<file path="src/rtl/excess3_to_bcd_deser_if.sv">
// Digit-in / word-out bundle for the excess-3 to BCD deserialiser.
// The master drives digits and out_ready; the slave (the deserialiser) drives the rest.
interface excess3_to_bcd_deser_if #(
  parameter int DIGITS = 4
);
  logic                  in_valid;
  logic                  in_ready;
  logic [3:0]            in_exe;
  logic                  in_last;
  logic                  out_valid;
  logic                  out_ready;
  logic [4*DIGITS-1:0]   out_bcd;
  logic                  out_err;
  logic [3:0]            out_cnt;

  modport master (
    output in_valid, in_exe, in_last, out_ready,
    input  in_ready, out_valid, out_bcd, out_err, out_cnt
  );

  modport slave (
    input  in_valid, in_exe, in_last, out_ready,
    output in_ready, out_valid, out_bcd, out_err, out_cnt
  );
endinterface

</file>
<file path="src/rtl/excess3_to_bcd_deser.sv">
// Decodes a stream of excess-3 digits (MS digit first) and packs them into BCD words.
// Words close after DIGITS digits or early on in_last; an illegal code zeroes its digit and flags the word.
module excess3_to_bcd_deser #(
  parameter int DIGITS = 4
) (
  input  logic                       clk,
  input  logic                       rst_n,
  excess3_to_bcd_deser_if.slave      bus,
  output logic                       dbg_state
);

  typedef enum logic {
    COLLECT = 1'b0,
    HOLD    = 1'b1
  } state_t;

  localparam logic [3:0] LAST_IDX = 4'(DIGITS - 1);

  state_t              state;
  state_t              state_nxt;
  logic                run;
  logic [4*DIGITS-1:0] acc;
  logic [3:0]          cnt;
  logic                err;
  logic                illegal;
  logic [3:0]          digit;
  logic                in_rdy;
  logic                in_fire;
  logic                out_fire;

  // Handshake: a beat transfers on any rising edge where valid && ready are both high;
  // valid without ready has no effect and the source holds its data. in_ready depends
  // only on registered state, so there is no path from out_ready or in_* to in_ready.

  always_comb begin
    illegal = (bus.in_exe < 4'd3) || (bus.in_exe > 4'd12);
    digit   = illegal ? 4'h0 : (bus.in_exe - 4'd3);
  end

  assign in_fire  = bus.in_valid && in_rdy;
  assign out_fire = (state == HOLD) && bus.out_ready;

  // State register
  always_ff @(posedge clk or negedge rst_n) begin
    if (!rst_n) begin
      state <= COLLECT;
      run   <= 1'b0;
    end else begin
      state <= state_nxt;
      run   <= 1'b1;
    end
  end

  // Next-state logic
  always_comb begin
    state_nxt = state;
    case (state)
      COLLECT: if (in_fire && (bus.in_last || (cnt == LAST_IDX))) state_nxt = HOLD;
      HOLD:    if (bus.out_ready) state_nxt = COLLECT;
      default: state_nxt = COLLECT;
    endcase
  end

  // Output logic
  always_comb begin
    in_rdy        = run && (state == COLLECT);
    bus.in_ready  = in_rdy;
    bus.out_valid = (state == HOLD);
    bus.out_bcd   = acc;
    bus.out_cnt   = cnt;
    bus.out_err   = err;
    dbg_state     = state;
  end

  // Word accumulator; cleared as the held word leaves so short words read zero-extended.
  always_ff @(posedge clk or negedge rst_n) begin
    if (!rst_n) begin
      acc <= '0;
      cnt <= 4'd0;
      err <= 1'b0;
    end else if (out_fire) begin
      acc <= '0;
      cnt <= 4'd0;
      err <= 1'b0;
    end else if (in_fire) begin
      acc <= {acc[4*DIGITS-5:0], digit};
      cnt <= cnt + 4'd1;
      err <= err | illegal;
    end
  end

endmodule

</file>
<file path="src/flat_wrapper.sv">
// flat-port wrapper written by rule: the top's interface ports become plain ports
module excess3_to_bcd_deser_flat 
#(
  parameter int DIGITS = 4
)
  (clk, rst_n, dbg_state, bus_in_valid, bus_in_exe, bus_in_last, bus_out_ready, bus_in_ready, bus_out_valid, bus_out_bcd, bus_out_err, bus_out_cnt);
  excess3_to_bcd_deser_if #(.DIGITS(DIGITS)) bus_i ();
  input  logic clk;
  input  logic rst_n;
  output logic dbg_state;
  input wire logic [$bits(bus_i.in_valid)-1:0] bus_in_valid;
  input wire logic [$bits(bus_i.in_exe)-1:0] bus_in_exe;
  input wire logic [$bits(bus_i.in_last)-1:0] bus_in_last;
  input wire logic [$bits(bus_i.out_ready)-1:0] bus_out_ready;
  output wire logic [$bits(bus_i.in_ready)-1:0] bus_in_ready;
  output wire logic [$bits(bus_i.out_valid)-1:0] bus_out_valid;
  output wire logic [$bits(bus_i.out_bcd)-1:0] bus_out_bcd;
  output wire logic [$bits(bus_i.out_err)-1:0] bus_out_err;
  output wire logic [$bits(bus_i.out_cnt)-1:0] bus_out_cnt;
  assign bus_i.in_valid = bus_in_valid;
  assign bus_i.in_exe = bus_in_exe;
  assign bus_i.in_last = bus_in_last;
  assign bus_i.out_ready = bus_out_ready;
  assign bus_in_ready = bus_i.in_ready;
  assign bus_out_valid = bus_i.out_valid;
  assign bus_out_bcd = bus_i.out_bcd;
  assign bus_out_err = bus_i.out_err;
  assign bus_out_cnt = bus_i.out_cnt;
  excess3_to_bcd_deser #(.DIGITS(DIGITS)) u_core (.clk(clk), .rst_n(rst_n), .bus(bus_i), .dbg_state(dbg_state));
endmodule
</file>
<file path="config.mk">
export PLATFORM = sky130hd
export DESIGN_NAME = excess3_to_bcd_deser_flat
export DESIGN_NICKNAME = d
export VERILOG_FILES = /design/src/rtl/excess3_to_bcd_deser_if.sv /design/src/rtl/excess3_to_bcd_deser.sv /design/src/flat_wrapper.sv
export SDC_FILE = /design/constraint.sdc
export NUM_CORES = 1
export LEC_CHECK = 0
export CORE_AREA = 3 3 46 48
export DETAILED_ROUTE_END_ITERATION = 8
export DIE_AREA = 0 0 49 51
export DONT_BUFFER_PORTS = 1
export GPL_TIMING_DRIVEN = 0
export PLACE_DENSITY = 0.73
export SLEW_MARGIN = 30
export SYNTH_ARGS = -nofsm -noshare
export SYNTH_HDL_FRONTEND = slang
export SYNTH_SLANG_ARGS = --single-unit
export TNS_END_PERCENT = 10
</file>
<file path="constraint.sdc">
create_clock -name clk -period 2.65 [get_ports clk]
set_input_delay 0.795 -clock clk [delete_from_list [all_inputs] [get_ports clk]]
set_output_delay 0.795 -clock clk [all_outputs]
set_load 0.005 [all_outputs]
</file>
# Word-level counts from Yosys, hierarchy flattened
# Index checks and enable logic that the tools add are counted.
op_classes:
  addsub: 2
  n_eq_ne: 1
  bitwise: 2
  n_reduce_logical: 7
  n_mux: 10
  order_cmp: 2
op_table:
  columns: ["op", "count"]
  rows:
  - ["2-to-1 mux 16 bit", 2]
  - ["2-to-1 mux 4 bit", 3]
  - ["adder 4 x 1 -> 4 bit (second input constant)", 1]
  - ["equality test 4 x 2 -> 1 bit (second input constant)", 1]
  - ["greater-than comparator 4 bit (second input constant)", 1]
  - ["logical AND 1 bit", 4]
  - ["less-than comparator 4 x 2 -> 1 bit (second input constant)", 1]
  - ["2-to-1 mux 1 bit", 4]
  - ["subtractor 4 x 2 -> 4 bit (second input constant)", 1]
  - ["logical OR 1 bit", 2]
  - ["one-hot mux 1 bit (2 select lines)", 1]
  - ["nonzero test 2 bit", 1]
  - ["inverter 1 bit", 1]
  - ["OR 1 bit", 1]
word_totals:
  in_bits: 9
  register_bits: 23
  output_inout_bits: 24
  word_cells: 29

# Logic depth before layout (Yosys ltp)
# Gate-level depths: netlist of run 1.
depth:
  ltp_word: 6
  ltp_mapped: 5
  mapped_depth_nobuf: 4

# Least setup slack after synthesis of run 1
# OpenSTA, ideal clock, no wires.
synth_timing:
  kind: "input -> register"
  from: "input bus_in_exe[0]"
  to: "register u_core.acc[1] (netlist: u_core.bus.out_bcd[1])"
  path_stages: 4
  n_path_buf: 0
  t_arrival_ns: 1.501
  setup_slack_ns: 1.018
  setup_time_ns: 0.131
  required_time_ns: 2.519
  cell_sequence: "ha_1 or3_1 o21ai_2 o21ai_0"
synth_between:
  elab_chain_cells: 5
  elab_cells_between_ends: 7
synth_lines:
  columns: ["item", "line", "source"]
  rows:
  - ["start: declaration", "flat_wrapper.sv:12", "input wire logic [$bits(bus_i.in_exe)-1:0] bus_in_exe;"]
  - ["less-than comparator 4 x 2 -> 1 bit / greater-than comparator 4 bit (equally long branches)", "excess3_to_bcd_deser.sv:36", "illegal = (bus.in_exe < 4'd3) || (bus.in_exe > 4'd12);"]
  - ["logical OR 1 bit", "excess3_to_bcd_deser.sv:36", null]
  - ["2-to-1 mux 4 bit (*)", "excess3_to_bcd_deser.sv:37", "digit = illegal ? 4'h0 : (bus.in_exe - 4'd3);"]
  - ["2-to-1 mux 16 bit (*)", "excess3_to_bcd_deser.sv:85", "end else if (in_fire) begin"]
  - ["2-to-1 mux 16 bit (*)", "excess3_to_bcd_deser.sv:81", "end else if (out_fire) begin"]
  - ["end signal: assignment", "excess3_to_bcd_deser.sv:86", "acc <= {acc[4*DIGITS-5:0], digit};"]
  - ["end: declaration", "excess3_to_bcd_deser.sv:22", "logic [4*DIGITS-1:0] acc;"]
# Every way passes the cells marked *; elsewhere a longest branch is shown, timed or not. The select of a mux whose other input is x is not followed.
# A chain may end at the register's enable or synchronous reset.

# Worst setup path after layout of run 1
layout_timing:
  from: "register u_core.state (netlist: u_core.bus.out_valid)"
  to: "output bus_in_ready"
layout_between:
  elab_chain_cells: 2
layout_lines:
  columns: ["item", "line", "source"]
  rows:
  - ["start: declaration", "excess3_to_bcd_deser.sv:19", "state_t state;"]
  - ["start signal: assignment", "excess3_to_bcd_deser.sv:49", "state <= state_nxt;"]
  - ["inverter 1 bit", null, null]
  - ["logical AND 1 bit", "excess3_to_bcd_deser.sv:66", "in_rdy = run && (state == COLLECT);"]
  - ["end: declaration", "flat_wrapper.sv:15", "output wire logic [$bits(bus_i.in_ready)-1:0] bus_in_ready;"]
# Every way passes these cells.

==> flow_metrics.py, run 1 <==
metrics = {
    "floorplanning": {
        "rows": 15,
        "ios": 33,
        "die_h_um": 51,
        "core_area_um2": 1750,
        "die-area_um2": 2500,
        "die_w_um": 49,
        "initial_core_util_pct": 59.4,
    },
    "worst_setup_path": {
        "r2r_slack_ps": 1300,
        "worst_path_largest_cell_delay_ps": 490,
        "cp_max_fo": 9,
        "end_kind": "output pin",
        "worstReg2RegStart": "u_core.bus.out_valid",
        "cp.required_ps": 1860,
        "crit_chain": "nor2b_1",
        "cp-start-kind": "flop",
        "worstPathArrival_ps": 980,
        "reg2reg_depth": 3,
        "critPathKind": "flop to output pin",
        "worstSetupStartpoint": "u_core.bus.out_valid",
        "r2r-end": "u_core.bus.out_cnt[3]",
        "cp_top_family": "flip-flops",
        "crit_buf_inv": 0,
        "crit_slowest_cell": "dfrtp_1",
    },
    "synthesis": {
        "ys_top_cells_by_count": "nand2_1 (29), dfrtp_1 (23), nand3_1 (19)",
        "synthesis.nets": 120,
        "syn_area_um2": 1040,
        "synthArstFlopShare_pct": 100,
        "synthDistinctLibCells": 24,
        "yosysSeqAreaShare_pct": 55.5,
        "avgSynthCellArea_um2": 9.60,
        "yosys_warnings": 0,
        "yosysTopAreaCell": "dfrtp_1",
        "netlist_instances": 108,
        "ys_ff_latch": 23,
        "ys_top_cells_by_area": "dfrtp_1 (55%), nand2_1 (10%), nand3_1 (9.2%)",
        "yosysMostFrequentCell": "nand2_1",
        "synth_edf_count": 0,
        "ys.flop_type": "dfrtp_1",
        "yosys.area.top_type_share_pct": 55.5,
    },
    "routing": {
        "drt_first_pass_iters": 4,
        "routed_wl_mm": 2.01,
        "detail-route-antenna-nets": 0,
        "drc": 0,
        "avgRoutedWirePerCell_um": 14.7,
        "drt_iter0_drc": 11,
        "num_vias": 758,
        "viasPerCell": 5.53,
    },
    "sta": {
        "rsz0062_at_grt": "false",
        "clock_skew_ps": 8.03,
        "fmax_mhz": 563,
        "setup_violations": 0,
        "finalCritPeriodShare_pct": 67.1,
        "fin_ws_ps": 873,
        "tns_ps": 0,
        "hold_ws_ps": 160,
        "hold_viol_final": 0,
        "layout_min_cycle_time_ps": 1780,
        "slew_violations": 0,
    },
    "clock_tree": {
        "tritoncts": "done",
        "postCtsSetupBuffers": 0,
        "cts_made_buffers": 3,
        "cts_resized": 0,
        "clk-insertion-delay-late_ps": 310,
        "clockBufferDepth": 2,
        "clock_tree.root_cell": "clkbuf_4",
        "h-tree-depth": 1,
        "clock-sinks": 23,
        "ctsHoldBuffers": 0,
        "clkTransAtPathRegs_ps": 130,
    },
    "power_and_ir_drop": {
        "sw_frac_of_total_pct": 32.0,
        "p_clk_share_pct": 20.0,
        "p_switching_uw": 255,
        "ir_drop_v": 0.000363,
        "power_leakage_nw": 0.571,
        "p_comb_share_pct": 16.6,
        "seqPwrFrac_pct": 63.4,
        "power_per_cell_area_nw_per_um2": 727,
        "p_total_uw": 796,
        "p_int_uw": 542,
    },
    "place": {
        "hpwl_mm": 1.42,
        "place_area_um2": 1070,
        "port-buffer-count": 0,
        "placed_cells": 133,
        "gp_congestion": 0.723,
        "place_ws_ps": 944,
    },
    "status": {
        "status": "completed",
    },
    "cells_and_area": {
        "diodes": 0,
        "syn2layout_area_growth_pct": 5.67,
        "drive_gt1_share_pct": 9.82,
        "fin_util_pct": 62.8,
        "stdcell_count": 137,
        "design_area_um2": 1100,
        "n_fill_cell": 155,
        "nNetsFinal": 125,
    },
    "global_routing": {
        "grt_antenna_before_repair": 0,
        "grt_first_pass_wirelength_mm": 3.36,
        "grt_use_total_pct": 17.6,
        "grt_overflow_total": 0,
        "grt_max_degree": 24,
        "grt_pass1_vias": 746,
    },
    "job": {
        "timing.max_cap.violations": 0,
    },
    "min_path": {
        "worst_hold_path_type": "input pin to async pin",
    },
}
placed cells by master (no fill, tap or decap):
master     n
clkbuf_4   3
or3_1      2
a21oi_1    3
o22ai_1    1
xor2_1     2
clkbuf_1   2
nor2_1     1
inv_1      3
nor2b_1    1
nand2_1   29
ha_1       3
nand4b_1   1
dfrtp_1   23
nand3_1   19
xnor2_1    1
nand3b_4   1
buf_4      1
o31ai_1    3
clkinv_2   1
and3b_1    1
buf_2      4
a21boi_1   1
o21ai_0    3
a22o_1     1
o21ai_2    1
conb_1     1
power by group through the flow:
stage / Clock (mW) / Combinational [mW] / Sequential, mW
after floorplan: 0 / 0.111 / 0.493
after global placement: 0 / 0.127 / 0.512
after CTS: 0.163 / 0.133 / 0.507
after detailed placement: 0 / 0.132 / 0.515
after global routing: 0.176 / 0.151 / 0.517
final: 0.160 / 0.132 / 0.505
routing by layer:
layer / vias up / GRT usage, % / wire (µm)
li1: 366 / - / -
met1: 369 / 19.7 / 885
met2: 21 / 30.3 / 980
met3: 2 / 6.71 / 131
met4: 0 / 7.11 / 14
met5: - / 0 / 0
worst max path at each step:
stage | endpoint | slack (ps) | cells after the start
CTS | bus_in_ready | 860 | 1
floorplan | u_core.bus.out_bcd[1] | 1020 | 4
global placement | u_core.bus.out_bcd[1] | 980 | 4
finish | bus_in_ready | 870 | 1
detailed placement | u_core.bus.out_bcd[1] | 940 | 4
global route | bus_in_ready | 790 | 1
kinds of logic after synthesis:
logic type / count (synthesis) / share of synthesized area [%]
AO/OA/AOI/OAI: 13 / 8.08
AND/OR/NAND/NOR: 55 / 25.5
other: 1 / 0.362
buffers and inverters: 10 / 4.46
XOR/XNOR: 3 / 2.53
flip-flops: 23 / 55.5
adder cells (fa/ha/maj): 3 / 3.62
flip-flops by register name, indices dropped and copies added (netlist names):
signal and flops:
u_core.bus.out_bcd 16, u_core.bus.out_cnt 4, u_core.bus.out_err 1, u_core.bus.out_valid 1, u_core.run 1
area by class of cell:
cell class | instances | area, µm² | share of cell area [%]
Tap cell | 25 | 31.3 | 2.85
Clock buffer | 3 | 22.5 | 2.05
Multi-Input combinational cell | 75 | 415 | 37.9
Buffer | 7 | 35.0 | 3.20
Clock inverter | 1 | 5.00 | 0.457
Inverter | 3 | 11.3 | 1.03
Sequential cell | 23 | 576 | 52.5
No activity file was read; power rests on OpenSTA's default activity.
==> run 2, diff against run 1 <==
Settings changed: CORE_AREA 3 3 46 48 to 3 3 48 50, DIE_AREA 0 0 49 51 to 0 0 51 53, PLACE_DENSITY 0.73 to 0.7.
Clock period 2.65 ns to 1.6 ns, I/O delays scaled along.
==> run 2 against run 1 <==
  * Flip-flop and latch count unchanged
  * Global-route usage up 0.30 points
  * Highest routed layer unchanged
  * Largest power group unchanged
  * Clock power up 65%
  * Sequential share of layout area down 0.36 points
  * Register-to-register slack worse by 1000 ps
==> flow_metrics.py, run 2 (synthesis gave the netlist of run 1 again) <==
metrics = {
    "power_and_ir_drop": {
        "power_leakage_nw": 0.575,
        "power_per_cell_area_nw_per_um2": 1210,
        "ir_drop_v": 0.000564,
    },
    "worst_setup_path": {
        "cp_top_family": "flip-flops",
        "critPathKind": "flop to output pin",
        "worst_path_largest_cell_delay_ps": 490,
        "end_kind": "output pin",
        "crit_chain": "nor2b_1",
        "crit_buf_inv": 0,
        "cp-start-kind": "flop",
        "r2r_slack_ps": 260,
        "cp_max_fo": 9,
        "cp.required_ps": 1120,
        "worstPathArrival_ps": 980,
        "crit_slowest_cell": "dfrtp_1",
    },
    "sta": {
        "fmax_mhz": 686,
        "setup_violations": 0,
        "slew_headroom_pct": 65.3,
        "tns_ps": 0,
        "slew_violations": 0,
        "layout_min_cycle_time_ps": 1460,
        "rsz0062_at_grt": "false",
        "finalCritPeriodShare_pct": 91.2,
        "tightest_slew_ps": 520,
        "hold_viol_final": 0,
        "clock_skew_ps": 7.84,
    },
    "clock_tree": {
        "cts_resized": 0,
        "clk-insertion-delay-late_ps": 300,
        "clkTransAtPathRegs_ps": 130,
        "tritoncts": "done",
        "h-tree-depth": 1,
        "clockBufferDepth": 2,
        "cts_made_buffers": 3,
        "clock-sinks": 23,
        "clock_tree.root_cell": "clkbuf_4",
    },
    "cells_and_area": {
        "mostFrequentLayoutCells": "nand2_1 (29), dfrtp_1 (23), nand3_1 (19)",
        "diodes": 0,
        "nNetsFinal": 126,
        "stdcell_count": 140,
        "design_area_um2": 1100,
        "drive_gt1_share_pct": 10.6,
        "layout_commonest_cell": "nand2_1",
        "largest_reg_flops": 16,
        "syn2layout_area_growth_pct": 6.39,
    },
    "floorplanning": {
        "initial_core_util_pct": 53.4,
        "ios": 33,
        "die_w_um": 51,
        "rows": 16,
        "core_area_um2": 1940,
        "die_h_um": 53,
        "die-area_um2": 2700,
    },
    "place": {
        "gp_congestion": 0.718,
        "hpwl_mm": 1.50,
        "place_area_um2": 1070,
        "port-buffer-count": 0,
        "placed_cells": 135,
    },
    "global_routing": {
        "grt_max_degree": 24,
        "grt_first_pass_wirelength_mm": 3.64,
        "grt_use_total_pct": 17.9,
        "grt_antenna_before_repair": 0,
        "grt_overflow_total": 0,
        "grt_pass1_vias": 813,
    },
    "routing": {
        "drt_iter0_drc": 9,
        "viasPerCell": 5.56,
        "num_vias": 778,
        "drt_first_pass_iters": 4,
        "detail-route-antenna-nets": 0,
        "drc": 0,
        "routed_wl_mm": 2.10,
        "avgRoutedWirePerCell_um": 15.0,
    },
    "job": {
        "timing.max_cap.violations": 0,
    },
    "min_path": {
        "worst_hold_path_type": "input pin to async pin",
    },
    "status": {
        "status": "completed",
    },
}
-- run 2: changes by cell type in the layout (fill, tap and decap cells not counted), sizes merged --
cell  before  now
buf        5    6
-- run 2: per-layer routing --
metal	global-route usage, %	wire length [µm]	up-vias
met5	0	0	-
met4	5.38	19	0
met3	4.79	145	2
met2	30.7	1010	24
met1	22.0	918	380
li1	-	-	372
-- run 2: timing repair --
item / CTS / global route
hold endpoints to repair: 23 / 0
hold buffers: 1 / 0
buffers inserted: 0 / 0
-- run 2: layout make-up --
cell class / instances / area [µm²]
plain buffers: 7 / 35.0
inverters: 3 / 11.3
clock inverters: 1 / 5.00
clock buffers: 3 / 22.5
flip-flops and latches: 23 / 576
well taps: 27 / 33.8
multi-input cells: 75 / 415
repair buffers: 1 / 5.00
fillers: 182 / 838
-- run 2: per-stage QoR --
| step | hold slack [ps] | utilization (%) | total power [mW] | worst slack, ps |
|---|---|---|---|---|
| global placement | 185 | 55.2 | 1.06 | 247 |
| detailed placement | 185 | 55.2 | 1.08 | 199 |
| CTS | 237 | 57.1 | 1.35 | 87.8 |
| finish | 127 | 56.8 | 1.33 | 141 |
| floorplan | 184 | - | 1.00 | 283 |
| global route | 149 | 56.8 | 1.43 | 65.6 |
-- run 2: final timing paths --
kind,from,end,cells past startpoint
worst max-delay path,u_core.bus.out_valid,bus_in_ready,1
worst min-delay path,rst_n,u_core.bus.out_bcd[15],1
worst max register to register,u_core.bus.out_valid,u_core.bus.out_cnt[3],3
worst min register to register,u_core.bus.out_bcd[8],u_core.bus.out_bcd[12],2
max in group asynchronous,rst_n,u_core.bus.out_bcd[12],1
min in group clk,bus_out_ready,u_core.bus.out_cnt[2],1
-- run 2: power breakdown --
group	total (mW)	internal, mW	switching [mW]
clock	0.264	0.0930	0.171
sequential	0.838	0.701	0.137
combinational	0.232	0.103	0.129
total	1.33	0.898	0.436
-- run 2: worst reg2reg max path: cells and delay by family, from the launching register on --
| kind | cells | cell delay [ps] |
|---|---|---|
| and+or+nand+nor | 2 | 590 |
| DFF | 1 | 490 |
| AOI/OAI and AO/OA | 1 | 170 |
